### src/rtl/router_out_arbiter.sv
// ---------------------------------------------------------------------------
// router_out_arbiter
// Round-robin arbiter plus output register for one router output port. Picks
// one of NUM_INPUTS single-beat head messages, pops it from its input FIFO and
// presents it on an AXI-stream output held stable until the downstream accepts.
//
// Ports
//   clk         clock
//   rst         synchronous active-high reset
//   req_valid   per-input request (head message targets this output)
//   req_data    head messages, input i at [i*PORT_WIDTH +: PORT_WIDTH]
//   req_ready   one-hot pop strobe to the granted input (combinational)
//   out_tvalid  AXI-stream valid (registered)
//   out_tdata   AXI-stream data (registered)
//   out_tready  AXI-stream ready from downstream
//   grant_idx   input index of the message in the output register
//   sent_count  completed output handshakes, wraps
// ---------------------------------------------------------------------------
module router_out_arbiter #(
    parameter int unsigned NUM_INPUTS = 5,
    parameter int unsigned PORT_WIDTH = 128,
    parameter int unsigned CNT_WIDTH  = 16
) (
    input  logic                             clk,
    input  logic                             rst,
    input  logic [NUM_INPUTS-1:0]            req_valid,
    input  logic [NUM_INPUTS*PORT_WIDTH-1:0] req_data,
    output logic [NUM_INPUTS-1:0]            req_ready,
    output logic                             out_tvalid,
    output logic [PORT_WIDTH-1:0]            out_tdata,
    input  logic                             out_tready,
    output logic [$clog2(NUM_INPUTS)-1:0]    grant_idx,
    output logic [CNT_WIDTH-1:0]             sent_count
);

    localparam int unsigned IDX_W = $clog2(NUM_INPUTS);

    typedef enum logic {
        EMPTY = 1'b0,
        FULL  = 1'b1
    } state_e;

    state_e                state_q,  state_d;
    logic [PORT_WIDTH-1:0] tdata_q,  tdata_d;
    logic [IDX_W-1:0]      grant_q,  grant_d;
    logic [IDX_W-1:0]      rr_ptr_q, rr_ptr_d;
    logic [CNT_WIDTH-1:0]  cnt_q,    cnt_d;

    logic                  win_found;
    logic [IDX_W-1:0]      win_idx;
    logic [IDX_W-1:0]      win_next;
    logic [PORT_WIDTH-1:0] win_data;
    logic                  handshake;
    logic                  load;

    // Rotating-priority search starting at rr_ptr; the candidate index is one
    // bit wider so rr_ptr + k can be folded back without a modulo operator.
    always_comb begin : p_winner
        logic [IDX_W:0] cand;
        cand      = '0;
        win_found = 1'b0;
        win_idx   = '0;
        for (int k = 0; k < NUM_INPUTS; k++) begin
            cand = {1'b0, rr_ptr_q} + (IDX_W+1)'(k);
            if (cand >= (IDX_W+1)'(NUM_INPUTS)) begin
                cand = cand - (IDX_W+1)'(NUM_INPUTS);
            end
            if (!win_found && req_valid[cand[IDX_W-1:0]]) begin
                win_found = 1'b1;
                win_idx   = cand[IDX_W-1:0];
            end
        end
    end

    // Pointer moves to the input just after the winner.
    always_comb begin : p_next_ptr
        if (win_idx == IDX_W'(NUM_INPUTS - 1)) begin
            win_next = '0;
        end else begin
            win_next = win_idx + IDX_W'(1);
        end
    end

    // Winner's data slice.
    always_comb begin : p_win_data
        win_data = '0;
        for (int i = 0; i < NUM_INPUTS; i++) begin
            if (win_idx == IDX_W'(i)) begin
                win_data = req_data[i*PORT_WIDTH +: PORT_WIDTH];
            end
        end
    end

    // Next-state and pop strobe. The register can take a new message when it
    // is empty or is being drained this cycle; reset masks the pop so no
    // FIFO loses a message to a register that is about to be cleared.
    always_comb begin : p_fsm
        state_d   = state_q;
        tdata_d   = tdata_q;
        grant_d   = grant_q;
        rr_ptr_d  = rr_ptr_q;
        cnt_d     = cnt_q;
        req_ready = '0;

        handshake = (state_q == FULL) && out_tready;
        load      = (state_q == EMPTY) || handshake;

        if (handshake) begin
            cnt_d = cnt_q + CNT_WIDTH'(1);
        end

        case (state_q)
            EMPTY: begin
                if (win_found) begin
                    state_d = FULL;
                end
            end
            FULL: begin
                if (handshake && !win_found) begin
                    state_d = EMPTY;
                end
            end
            default: state_d = EMPTY;
        endcase

        if (load && win_found && !rst) begin
            req_ready[win_idx] = 1'b1;
            tdata_d            = win_data;
            grant_d            = win_idx;
            rr_ptr_d           = win_next;
        end
    end

    // State register; reset discards any held message without counting it.
    always_ff @(posedge clk) begin : p_regs
        if (rst) begin
            state_q  <= EMPTY;
            tdata_q  <= '0;
            grant_q  <= '0;
            rr_ptr_q <= '0;
            cnt_q    <= '0;
        end else begin
            state_q  <= state_d;
            tdata_q  <= tdata_d;
            grant_q  <= grant_d;
            rr_ptr_q <= rr_ptr_d;
            cnt_q    <= cnt_d;
        end
    end

    assign out_tvalid = (state_q == FULL);
    assign out_tdata  = tdata_q;
    assign grant_idx  = grant_q;
    assign sent_count = cnt_q;

endmodule
### config.mk
export PLATFORM = sky130hd
export DESIGN_NAME = router_out_arbiter
export DESIGN_NICKNAME = d
export VERILOG_FILES = /design/src/rtl/router_out_arbiter.sv
export SDC_FILE = /design/constraint.sdc
export NUM_CORES = 1
export LEC_CHECK = 0
export CAP_MARGIN = 25
export CORE_AREA = 2 2 316 318
export DETAILED_ROUTE_END_ITERATION = 10
export DIE_AREA = 0 0 318 320
export PLACE_DENSITY = 0.45
export SETUP_SLACK_MARGIN = 0.3
export SLEW_MARGIN = 5
export SYNTH_ARGS = -nofsm -noshare
export SYNTH_HDL_FRONTEND = slang
export SYNTH_SLANG_ARGS = --single-unit
### constraint.sdc
create_clock -name clk -period 10.05 [get_ports clk]
set_input_delay 1.5075 -clock clk [delete_from_list [all_inputs] [get_ports clk]]
set_output_delay 1.5075 -clock clk [all_outputs]
set_load 0.02 [all_outputs]
* Yosys cells after proc, flatten, opt, wreduce, memory -nomap -nowiden
Index checks and enable logic that the tools add are counted.
** Word-level totals
- Register bits after elaboration :: 151
- Input port bits :: 648
- Logic and storage cells :: 87
** Cells by class
- $add $sub $neg :: 11
- Order comparisons :: 12
- Eq/ne operators :: 4
- Mux-type cells :: 37
- Bitwise gates (word level) :: 1
- Reduce and logical (&&, ||, !) cells :: 17
** Operators with widths (count)
- $mux 128 :: 5
- $mux 3 :: 11
- $lt 3x4->1 const B :: 6
- $add 16x1->16 const B :: 1
- $ge 4x3->1 const B :: 4
- $bmux 1 s3 :: 5
- $sub 3x3->3 const B :: 5
- $mux 1 :: 13
- $logic_and 1x1->1 :: 9
- $add 3x2->4 const B :: 2
- $eq 3x2->1 const B :: 2
- $logic_not 1->1 :: 6
- $mux 5 :: 1
- $add 3x1->4 const B :: 1
- $add 3x3->4 const B :: 1
- $add 3x1->3 const B :: 1
- $demux 1 s3 :: 1
- $eq 3x1->1 const B :: 1
- $eq 3x3->1 const B :: 1
- $ge 3x1->1 const B :: 1
- $ge 3x3->1 const B :: 1
- $logic_not 3->1 :: 1
- $pmux 1 s2 :: 1
- $logic_or 1x1->1 :: 1
- $not 1->1 :: 1

* Depth between registers and ports, before layout
Gate-level depths: netlist of the first run.
- Word-level depth :: 23
- Depth in mapped cells :: 25

* Least setup slack after synthesis of the first run
OpenSTA, ideal clock, no wires.
- Path kind :: input -> output
- Start :: input req_valid[1]
- End :: output req_ready[0]
- Arrival :: 3.567 ns
- Setup slack :: 4.975 ns
- Stages :: 11
- Buffers on the path :: 2
- Path through :: clkbuf_1 > nor3b_1 > a2bb2oi_1 > mux2i_1 > o21bai_2 > and4b_1 > and3_1 > a21boi_2 > clkbuf_1 > nand2_1 > nor2_1
** On the way
- Longest elaborated chain between the ends :: 20
- Elaborated cells between the ends (all ways) :: 36
- Those cells by class :: order compare: 2; mux: 23; reduce/logical: 11
** RTL lines
- start: declaration :: line 26 : input logic [NUM_INPUTS-1:0] req_valid,
- $bmux 1 s3 :: line 68 : if (!win_found && req_valid[cand[IDX_W-1:0]]) begin
- $mux 1 (not written as such) :: line 68
- $mux 1 :: line 68
- $logic_not 1->1 :: line 68
- $logic_and 1x1->1 :: line 68
- $mux 1 :: line 68
- $logic_not 1->1 :: line 68
- $logic_and 1x1->1 :: line 68
- (+4 left out)
- $logic_not 1->1 :: line 68
- $logic_and 1x1->1 :: line 68
- $mux 3 :: line 68
- $lt 3x4->1 (not written as such) or $ge 3x1->1 (tied branches) :: line 127 : req_ready[win_idx] = 1'b1;
- $logic_and 1x1->1 (not written as such) :: line 127
- $mux 1 (not written as such) :: line 127
- $demux 1 s3 :: line 127
- $mux 5 (*) :: line 126 : if (load && win_found && !rst) begin
- end: declaration :: line 28 : output logic [NUM_INPUTS-1:0] req_ready,
Every way passes the cells marked *; elsewhere a longest branch is shown, timed or not. The select of a mux whose other input is x is not followed.

* Worst setup path in the final report of the first run
- Start :: register rr_ptr_q[1]
- End :: output req_ready[0]
** On the way
- Longest elaborated chain between the ends :: 22
- Elaborated cells between the ends (all ways) :: 55
- Those cells by class :: add/sub: 9; order compare: 7; mux: 28; reduce/logical: 11
** RTL lines
- start: declaration :: line 46 : logic [IDX_W-1:0] rr_ptr_q, rr_ptr_d;
- start signal: assignment :: line 146 : rr_ptr_q <= rr_ptr_d;
- parallel branches: the longest is 21 deep, another holds $add 3x1->4
- $mux 5 (*) :: line 126
Mark *: on every way between the ends. The select of a mux whose other input is x is not followed.

==> impl_metrics.py, run 1 <==
metrics = {
    "clocking": {
        "cts_tree": "yes",
        "path_clk_slew_ns": 0.07,
        "cts_root_buffer": "clkbuf_16",
        "numCtsBuffers": 17,
        "clock_tree.buffer_depth": 2,
        "hold_buffers": 0,
        "post-cts-setup-buffers": 0,
        "clk_latency_ns": 0.51,
        "cts.repair.resized": 0,
        "htree_levels": 4,
        "cts.sinks": 151,
    },
    "sta": {
        "relSlewSlack_pct": 26.7,
        "finalCriticalPeriod_ns": 6.79,
        "rsz0062_at_grt": "false",
        "fin_tns_setup_ns": 0,
        "fmax_mhz": 147,
        "slew_violations": 0,
        "finalCritPeriodShare_pct": 67.5,
        "skew_ns": 0.00927,
        "worst_slew_pin_slew_ns": 1.10,
        "finalSetupViolations": 0,
        "hold_viol": 0,
    },
    "floorplanning": {
        "io_pins": 801,
        "start_util_pct": 11.9,
        "core.rowCount": 115,
        "die_width_um": 318,
        "core_area_mm2": 0.0980,
        "die_area_mm2": 0.102,
        "die_h_um": 320,
    },
    "synthesis": {
        "seq_area_frac_synth_pct": 26.0,
        "async_flop_share_pct": 0,
        "synth_cells": 1737,
        "synth_edf_count": 0,
        "avgSynthCellArea_um2": 6.71,
        "syn-cell-area_mm2": 0.0116,
        "ys_ff_latch": 151,
        "synth.distinct_cells": 70,
        "syn_nets": 2400,
        "yosys_warnings": 0,
        "synth_flop_cell": "dfxtp_1",
    },
    "placement": {
        "dp_hpwl_um": 57800,
        "place_area_mm2": 0.0207,
        "gp_congestion": 0.843,
        "numPortBuffers": 800,
        "dp_cells": 3660,
    },
    "grt": {
        "grt_pass1_vias": 16100,
        "grt_remaining_overflow": 0,
        "grt_util_met3_pct": 4.72,
        "antenna_found_initial": 11,
        "grt_first_pass_wirelength_um": 113000,
        "busiest_layer": "met2",
        "met1_usage_pct": 18.6,
        "gr-usage-met2_pct": 25.0,
        "grt_max_degree": 130,
        "grt.total_usage_pct": 15.2,
    },
    "setup_path": {
        "crit_fanout": 22,
        "path_class": "register to output pin",
        "startpoint_type": "register",
        "endpoint_kind": "output pin",
        "required_ns": 8.54,
        "rrSetupSlack_ns": 3.43,
        "worstPathArrival_ns": 5.28,
    },
    "power": {
        "p_leak_nw": 7.68,
        "power_density_mw_per_mm2": 380,
        "irDropWorstVdd_uv": 586,
        "total_power_mw": 8.11,
    },
    "final_layout": {
        "layout_commonest_cell": "clkdlybuf4s50_1",
        "drive_gt1_share_pct": 3.00,
        "final_nets": 3056,
        "final_cells": 3694,
        "fillers": 11000,
        "final_design_area_no_fill_mm2": 0.0213,
        "final_util_pct": 21.8,
        "area_growth_pct": 83.2,
        "layout_common_cells": "799 x clkdlybuf4s50_1, 291 x nor2_1, 265 x a21oi_1",
    },
    "min_path": {
        "hold_class": "register to register",
    },
    "routing": {
        "num_vias": 16000,
        "viasPerCell": 4.32,
        "drc": 0,
        "first_iter_violations": 919,
        "dr.pass1.iters": 5,
        "routed_wl_um": 80000,
        "wire_per_inst_um": 21.7,
        "ant_nets": 0,
    },
    "outcome": {
        "status": "finished clean",
    },
    "run": {
        "maxCapViolations": 0,
    },
}
## Yosys cell counts, drive strengths merged (5+ instances only)
cell / n / area [um^2]
mux2i: 8 / 80.1
inv: 11 / 41.3
nand4: 5 / 37.5
nor2b: 8 / 50.1
a21o: 5 / 37.5
xor2: 14 / 123
a31oi: 130 / 813
nand2: 153 / 574
buf: 89 / 483
nand2b: 7 / 43.8
a22oi: 129 / 968
and3: 7 / 43.8
a21oi: 267 / 1340
dfxtp: 151 / 3020
nor2: 291 / 1090
o21ai: 11 / 70.1
nand3: 143 / 721
ha: 14 / 175
o21bai: 129 / 972
clkbuf: 94 / 360
## layer usage
layer	vias to the layer above	share of wire [%]
met2	649	48
li1	7610	-
met1	7612	42
met5	-	0.033
met3	91	7.7
met4	4	2.7
## power breakdown
part	switching (mW)	leakage (nW)	internal (mW)	total, mW
sequential	0.108	1.25	0.781	0.889
combinational	4.28	6.15	2.23	6.51
clock	0.328	0.281	0.380	0.708
## kinds of logic after synthesis
logic type	count (synthesis)	share of synthesized area, %
flip-flops	151	26.0
buffers and inverters	194	7.59
XOR/XNOR	17	1.28
multiplexers	10	0.881
adder cells (fa/ha/maj)	15	1.68
AND/OR/NAND/NOR	643	23.8
AO/OA/AOI/OAI	707	38.8
## per-stage QoR
step	setup slack (ns)	hold WS, ns
5_1_grt	2.83	0.496
3_5_place_dp	3.23	0.462
4_1_cts	3.20	0.484
6_report	3.26	0.483
3_3_place_gp	3.21	0.456
2_1_floorplan	4.98	0.559
## flip-flops by register name, indices dropped and copies added (netlist names)
signal,count
rr_ptr_q,3
out_tvalid,1
out_tdata,128
grant_idx,3
sent_count,16
## final timing paths
kind / from / endpoint / cells after the start
hold reg to reg: grant_idx[0] / grant_idx[0] / 1
setup / recovery: rr_ptr_q[1] / req_ready[0] / 12
setup reg to reg: rr_ptr_q[1] / out_tdata[103] / 18
hold / removal: grant_idx[0] / grant_idx[0] / 1
## worst max-delay path, cell delays in order, from the launching register on
cell,delay (ns)
dfxtp_1,0.79
inv_1,0.28
ha_1,0.66
nor2b_1,0.41
a21oi_1,0.11
o21ai_0,0.30
o21bai_2,0.21
and4b_1,0.25
and3_1,0.25
a311oi_2,0.59
nand2_1,0.17
nor2_1,0.13
clkdlybuf4s50_1,0.61
## cell type report
| type | instances | area, um^2 | area share, % |
|---|---|---|---|
| well taps | 1287 | 1610 | 7.55 |
| flip-flops and latches | 151 | 3020 | 14.2 |
| diodes | 4 | 10.0 | 0.0469 |
| clock inverters | 8 | 100 | 0.469 |
| clock buffers | 21 | 470 | 2.20 |
| inverters | 11 | 41.3 | 0.193 |
| multi-input cells | 1392 | 7820 | 36.6 |
| repair buffers | 820 | 8270 | 38.7 |
(Power assumes the default switching activity.)
==> run 2: changes to the inputs <==
- CORE_AREA: 2 2 316 318 -> 2 2 310 312
- DIE_AREA: 0 0 318 320 -> 0 0 312 314
- PLACE_DENSITY: 0.45 -> 0.46
- clock period: 10.05 -> 6.65 ns (I/O delays scaled with it)
==> run 2 against run 1 <==
Setup slack lost 2.4 ns. Hold slack lost 0.017 ns. Wire length shrank 1.4%. Highest routed layer unchanged. Clock power grew 44%. Combinational power grew 57%. Final cell count grew 0.73%.
==> impl_metrics.py, run 2 (synthesis gave the netlist of run 1 again) <==
metrics = {
    "outcome": {
        "status": "finished clean",
    },
    "final_layout": {
        "fillers": 10700,
        "final_nets": 3101,
        "largest_reg_flops": 128,
        "layout_commonest_cell": "clkdlybuf4s50_1",
        "seqCellArea_mm2": 0.00302,
        "area_growth_pct": 86.6,
        "multiInputGateArea_mm2": 0.00783,
        "drive_gt1_share_pct": 4.86,
        "layout_common_cells": "799 x clkdlybuf4s50_1, 291 x nor2_1, 265 x a21oi_1",
    },
    "routing": {
        "routed_wl_um": 78900,
        "wire_per_inst_um": 21.2,
        "viasPerCell": 4.34,
        "drc": 0,
        "ant_nets": 0,
        "num_vias": 16100,
        "first_iter_violations": 1026,
        "dr.pass1.iters": 5,
    },
    "clocking": {
        "hold_buffers": 0,
        "path_clk_slew_ns": 0.07,
        "cts.sinks": 151,
        "cts_root_buffer": "clkbuf_16",
        "cts_tree": "yes",
        "htree_levels": 4,
        "clk_latency_ns": 0.51,
        "clock_tree.buffer_depth": 2,
        "numCtsBuffers": 17,
        "cts.repair.resized": 0,
        "post-cts-setup-buffers": 0,
    },
    "setup_path": {
        "crit_end": "req_ready[1]",
        "r2r_end": "out_tdata[12]",
        "required_ns": 5.65,
        "r2r-start": "rr_ptr_q[0]",
        "startpoint_type": "register",
        "startpoint": "rr_ptr_q[0]",
        "critPathSlowestCell": "clkdlybuf4s50_1",
        "worstPathArrival_ns": 4.80,
        "endpoint_kind": "output pin",
        "reg2regPathDepth": 19,
        "max_stage_delay_ns": 0.61,
        "crit_chain": "inv_1 > ha_1 > inv_1 > fa_1 > or3_1 > a221oi_1 > nor2_1 > and4b_1 > and3_1 > a311oi_4 > nand2_1 > nor2_1 > clkdlybuf4s50_1",
        "rrSetupSlack_ns": 1.31,
        "path_class": "register to output pin",
        "crit_fanout": 13,
    },
    "floorplanning": {
        "core.rowCount": 113,
        "core_area_mm2": 0.0944,
        "die_area_mm2": 0.0980,
        "die_width_um": 312,
        "die_h_um": 314,
        "start_util_pct": 12.3,
        "io_pins": 801,
    },
    "min_path": {
        "hold_path_depth": 1,
        "hp-start": "grant_idx[2]",
        "hold_class": "register to register",
    },
    "grt": {
        "busiest_layer": "met2",
        "grt_remaining_overflow": 0,
        "met1_usage_pct": 18.2,
        "grt_pass1_vias": 16200,
        "gr-usage-met2_pct": 26.3,
        "grt_util_met3_pct": 4.66,
        "antenna_found_initial": 10,
        "grt.total_usage_pct": 15.4,
        "grt_max_degree": 128,
        "grt_first_pass_wirelength_um": 112000,
    },
    "sta": {
        "slew_violations": 0,
        "finalCriticalPeriod_ns": 5.80,
        "finalSetupViolations": 0,
        "hold_viol": 0,
        "worst_slew_pin_slew_ns": 0.863,
        "relSlewSlack_pct": 42.5,
        "finalCritPeriodShare_pct": 87.2,
        "skew_ns": 0.0154,
        "fin_tns_setup_ns": 0,
        "rsz0062_at_grt": "false",
        "fmax_mhz": 172,
        "whs_ns": 0.466,
    },
    "placement": {
        "numPortBuffers": 800,
        "gp_congestion": 0.878,
        "dp_hpwl_um": 59300,
    },
    "run": {
        "maxCapViolations": 0,
    },
    "power": {
        "power_density_mw_per_mm2": 576,
        "irDropWorstVdd_uv": 634,
        "p_leak_nw": 7.92,
    },
}
## run 2: cell count changes in the layout (fill, tap and decap cells not counted), sizes merged
cell	before	now
buf	21	66
bufinv	2	1
inv	11	13
clkinvlp	1	2
diode	4	5
clkbuf	21	20
clkinv	5	7
## run 2: worst min-delay path by stage
stage	slack, ns	end
3_3_place_gp	0.44	grant_idx[2]
3_5_place_dp	0.45	grant_idx[2]
6_report	0.47	grant_idx[2]
5_1_grt	0.49	grant_idx[2]
4_1_cts	0.47	grant_idx[2]
2_1_floorplan	0.56	sent_count[1]
## run 2: layer usage
metal,share of wire [%],up-vias,routed length (um)
met4,2.9,10,2280
met5,0.075,-,59
li1,-,7722,-
met2,49,623,38600
met1,41,7688,32100
met3,7.4,92,5870
## run 2: metrics by stage
| step | total power, mW | std cells | area, um^2 | setup slack [ns] | utilization [%] |
|---|---|---|---|---|---|
| 2_1_floorplan | 7.72 | 1737 | 11600 | 2.05 | - |
| 3_3_place_gp | 11.6 | 3684 | 21200 | 1.18 | 22.4 |
| 3_5_place_dp | 11.6 | 3684 | 21200 | 1.16 | 22.4 |
| 4_1_cts | 12.7 | 3716 | 21700 | 0.655 | 23.0 |
| 5_1_grt | 13.7 | 3720 | 21700 | 0.460 | 23.0 |
| 6_report | 12.5 | 3721 | 21700 | 0.852 | 23.0 |
## run 2: final cells by class
cell class | count | area share [%]
repair buffers | 865 | 40.0
multi-input cells | 1392 | 36.0
flip-flops and latches | 151 | 13.9
well taps | 1265 | 7.28
clock buffers | 20 | 2.06
clock inverters | 12 | 0.466
inverters | 11 | 0.190
diodes | 5 | 0.0576
## run 2: worst max-delay path, delay by kind of cell, from the launching register on
kind	cells	cell delay, ns
DFF	1	0.31
AOI/OAI and AO/OA	2	0.87
adders and majority gates	2	0.78
buffers and inverters	3	1.03
and+or+nand+nor	6	1.27
## run 2: where the power goes
group	switching, mW	internal (mW)	total [mW]	leakage, nW
sequential	0.161	1.18	1.34	1.25
combinational	6.39	3.77	10.2	6.40
clock	0.493	0.522	1.02	0.270
total	7.04	5.47	12.5	7.92
==> run 3: changes to the inputs <==
- PLACE_DENSITY: 0.46 -> default
- PLACE_DENSITY_LB_ADDON: default -> 0.2
==> run 3 against run 2 <==
Combinational power barely moved. Register-to-register slack got worse by 0.26 ns. Via count barely moved. Setup slack got worse by 0.14 ns. Die area did not move. Utilization fell by 0.16 points. Critical path depth fell by 1. Hold slack improved by 0.047 ns. Maximum frequency fell by 2.4%. Non-clock buffer count fell by 22. Wire length rose by 11%. Largest power group unchanged. Highest routed layer unchanged.
==> impl_metrics.py, run 3 (synthesis gave the netlist of run 1 again) <==
metrics = {
    "grt": {
        "antenna_found_initial": 28,
        "grt_max_degree": 137,
        "grt.total_usage_pct": 17.1,
        "grt_remaining_overflow": 0,
        "grt_first_pass_wirelength_um": 122000,
        "grt_pass1_vias": 16200,
    },
    "final_layout": {
        "final_nets": 3079,
        "final_util_pct": 22.8,
        "layout_common_cells": "799 x clkdlybuf4s50_1, 291 x nor2_1, 265 x a21oi_1",
        "fillers": 10700,
        "layout_commonest_cell": "clkdlybuf4s50_1",
        "drive_gt1_share_pct": 4.12,
        "area_growth_pct": 85.2,
        "largest_reg_flops": 128,
    },
    "sta": {
        "fmax_mhz": 168,
        "skew_ns": 0.0123,
        "finalSetupViolations": 0,
        "finalCritPeriodShare_pct": 89.3,
        "relSlewSlack_pct": 28.1,
        "rsz0062_at_grt": "false",
        "worst_slew_pin_slew_ns": 1.08,
        "finalCriticalPeriod_ns": 5.94,
        "hold_viol": 0,
        "setup_ws_ns": 0.712,
        "fin_tns_setup_ns": 0,
        "slew_violations": 0,
    },
    "setup_path": {
        "required_ns": 5.65,
        "worstPathArrival_ns": 4.94,
        "r2r-start": "rr_ptr_q[1]",
        "path_class": "register to output pin",
        "startpoint": "rr_ptr_q[1]",
        "reg2regPathDepth": 18,
        "r2r_end": "out_tdata[73]",
        "startpoint_type": "register",
        "endpoint_kind": "output pin",
        "crit_fanout": 17,
        "rrSetupSlack_ns": 1.05,
        "crit_end": "req_ready[0]",
    },
    "placement": {
        "dpl_worst_slack_ns": 0.659,
        "numPortBuffers": 800,
        "gp_congestion": 0.831,
        "dp_hpwl_um": 66100,
    },
    "floorplanning": {
        "die_width_um": 312,
        "die_h_um": 314,
        "die_area_mm2": 0.0980,
        "core.rowCount": 113,
        "io_pins": 801,
        "core_area_mm2": 0.0944,
        "start_util_pct": 12.3,
    },
    "clocking": {
        "htree_levels": 4,
        "clock_tree.buffer_depth": 2,
        "hold_buffers": 0,
        "clk_latency_ns": 0.51,
        "numCtsBuffers": 17,
        "cts_tree": "yes",
        "cts.sinks": 151,
        "path_clk_slew_ns": 0.08,
        "cts_root_buffer": "clkbuf_16",
    },
    "power": {
        "p_leak_nw": 7.83,
        "power_density_mw_per_mm2": 586,
        "irDropWorstVdd_uv": 432,
        "total_power_mw": 12.6,
    },
    "routing": {
        "drc": 0,
        "routed_wl_um": 87700,
        "dr.pass1.iters": 7,
        "ant_nets": 0,
        "first_iter_violations": 1050,
        "num_vias": 16100,
        "viasPerCell": 4.36,
        "wire_per_inst_um": 23.7,
    },
    "min_path": {
        "hold_class": "register to register",
    },
    "run": {
        "maxCapViolations": 0,
    },
    "outcome": {
        "status": "finished clean",
    },
}
[run 3: cell types whose count changed in the layout (fill, tap and decap cells not counted), moves of 2 or more]
cell        before  now
clkbuf_8         1    4
clkinv_2         6    3
clkinvlp_4       2    0
buf_12          16   13
buf_4           50   31
clkinv_4         1    4
[run 3: worst min path at each step]
stage	depth (start not counted)	slack (ns)	to	startpoint
2_1_floorplan	2	0.56	sent_count[1]	sent_count[1]
3_3_place_gp	1	0.47	grant_idx[1]	grant_idx[1]
3_5_place_dp	1	0.48	grant_idx[1]	grant_idx[1]
4_1_cts	1	0.50	grant_idx[1]	grant_idx[1]
5_1_grt	2	0.54	out_tdata[123]	out_tdata[123]
6_report	2	0.51	sent_count[1]	sent_count[1]
[run 3: layout make-up]
type	instances	area [um^2]	share of cell area [%]
Tap cell	1265	1580	7.34
Inverter	11	41.3	0.191
Timing Repair Buffer	843	8490	39.4
Clock inverter	10	119	0.551
Antenna cell	5	12.5	0.0580
Multi-Input combinational cell	1392	7820	36.2
Clock buffer	22	484	2.24
Sequential cell	151	3020	14.0
[run 3: stage by stage]
step | area [um^2] | cells | hold slack [ns]
floorplan | 11600 | 1737 | 0.559
global placement | 21000 | 3662 | 0.466
detailed placement | 21000 | 3662 | 0.482
CTS | 21600 | 3694 | 0.500
global route | 21600 | 3698 | 0.535
finish | 21600 | 3699 | 0.512
[run 3: report_power, final]
group / internal, mW / leakage [nW] / switching, mW
logic: 3.66 / 6.28 / 6.52
registers: 1.18 / 1.25 / 0.177
clock network: 0.594 / 0.300 / 0.516
total: 5.43 / 7.83 / 7.21
[run 3: repair_timing]
item / 4_1_cts / 5_1_grt
setup endpoints to repair: 0 / 46
setup buffers: 0 / 0
resized for setup: 0 / 2
[run 3: metal layers]
layer / vias to the layer above / share of wire [%] / GRT usage, %
li1: 7667 / - / -
met1: 7713 / 42 / 20.6
met2: 634 / 49 / 29.5
met3: 95 / 7.8 / 5.73
met4: 30 / 1.6 / 3.73
met5: - / 0.22 / 0
[run 3: critical path, stage by stage (launching register included)]
cell             delay (ns)
dfxtp_2                0.57
ha_1                   0.25
inv_1                  0.06
fa_1                   0.50
or2_2                  0.39
a221oi_1               0.52
nor2_1                 0.11
and4b_1                0.25
and3_1                 0.25
a311oi_2               0.54
nand2_1                0.14
nor2_1                 0.12
clkdlybuf4s50_1        0.70
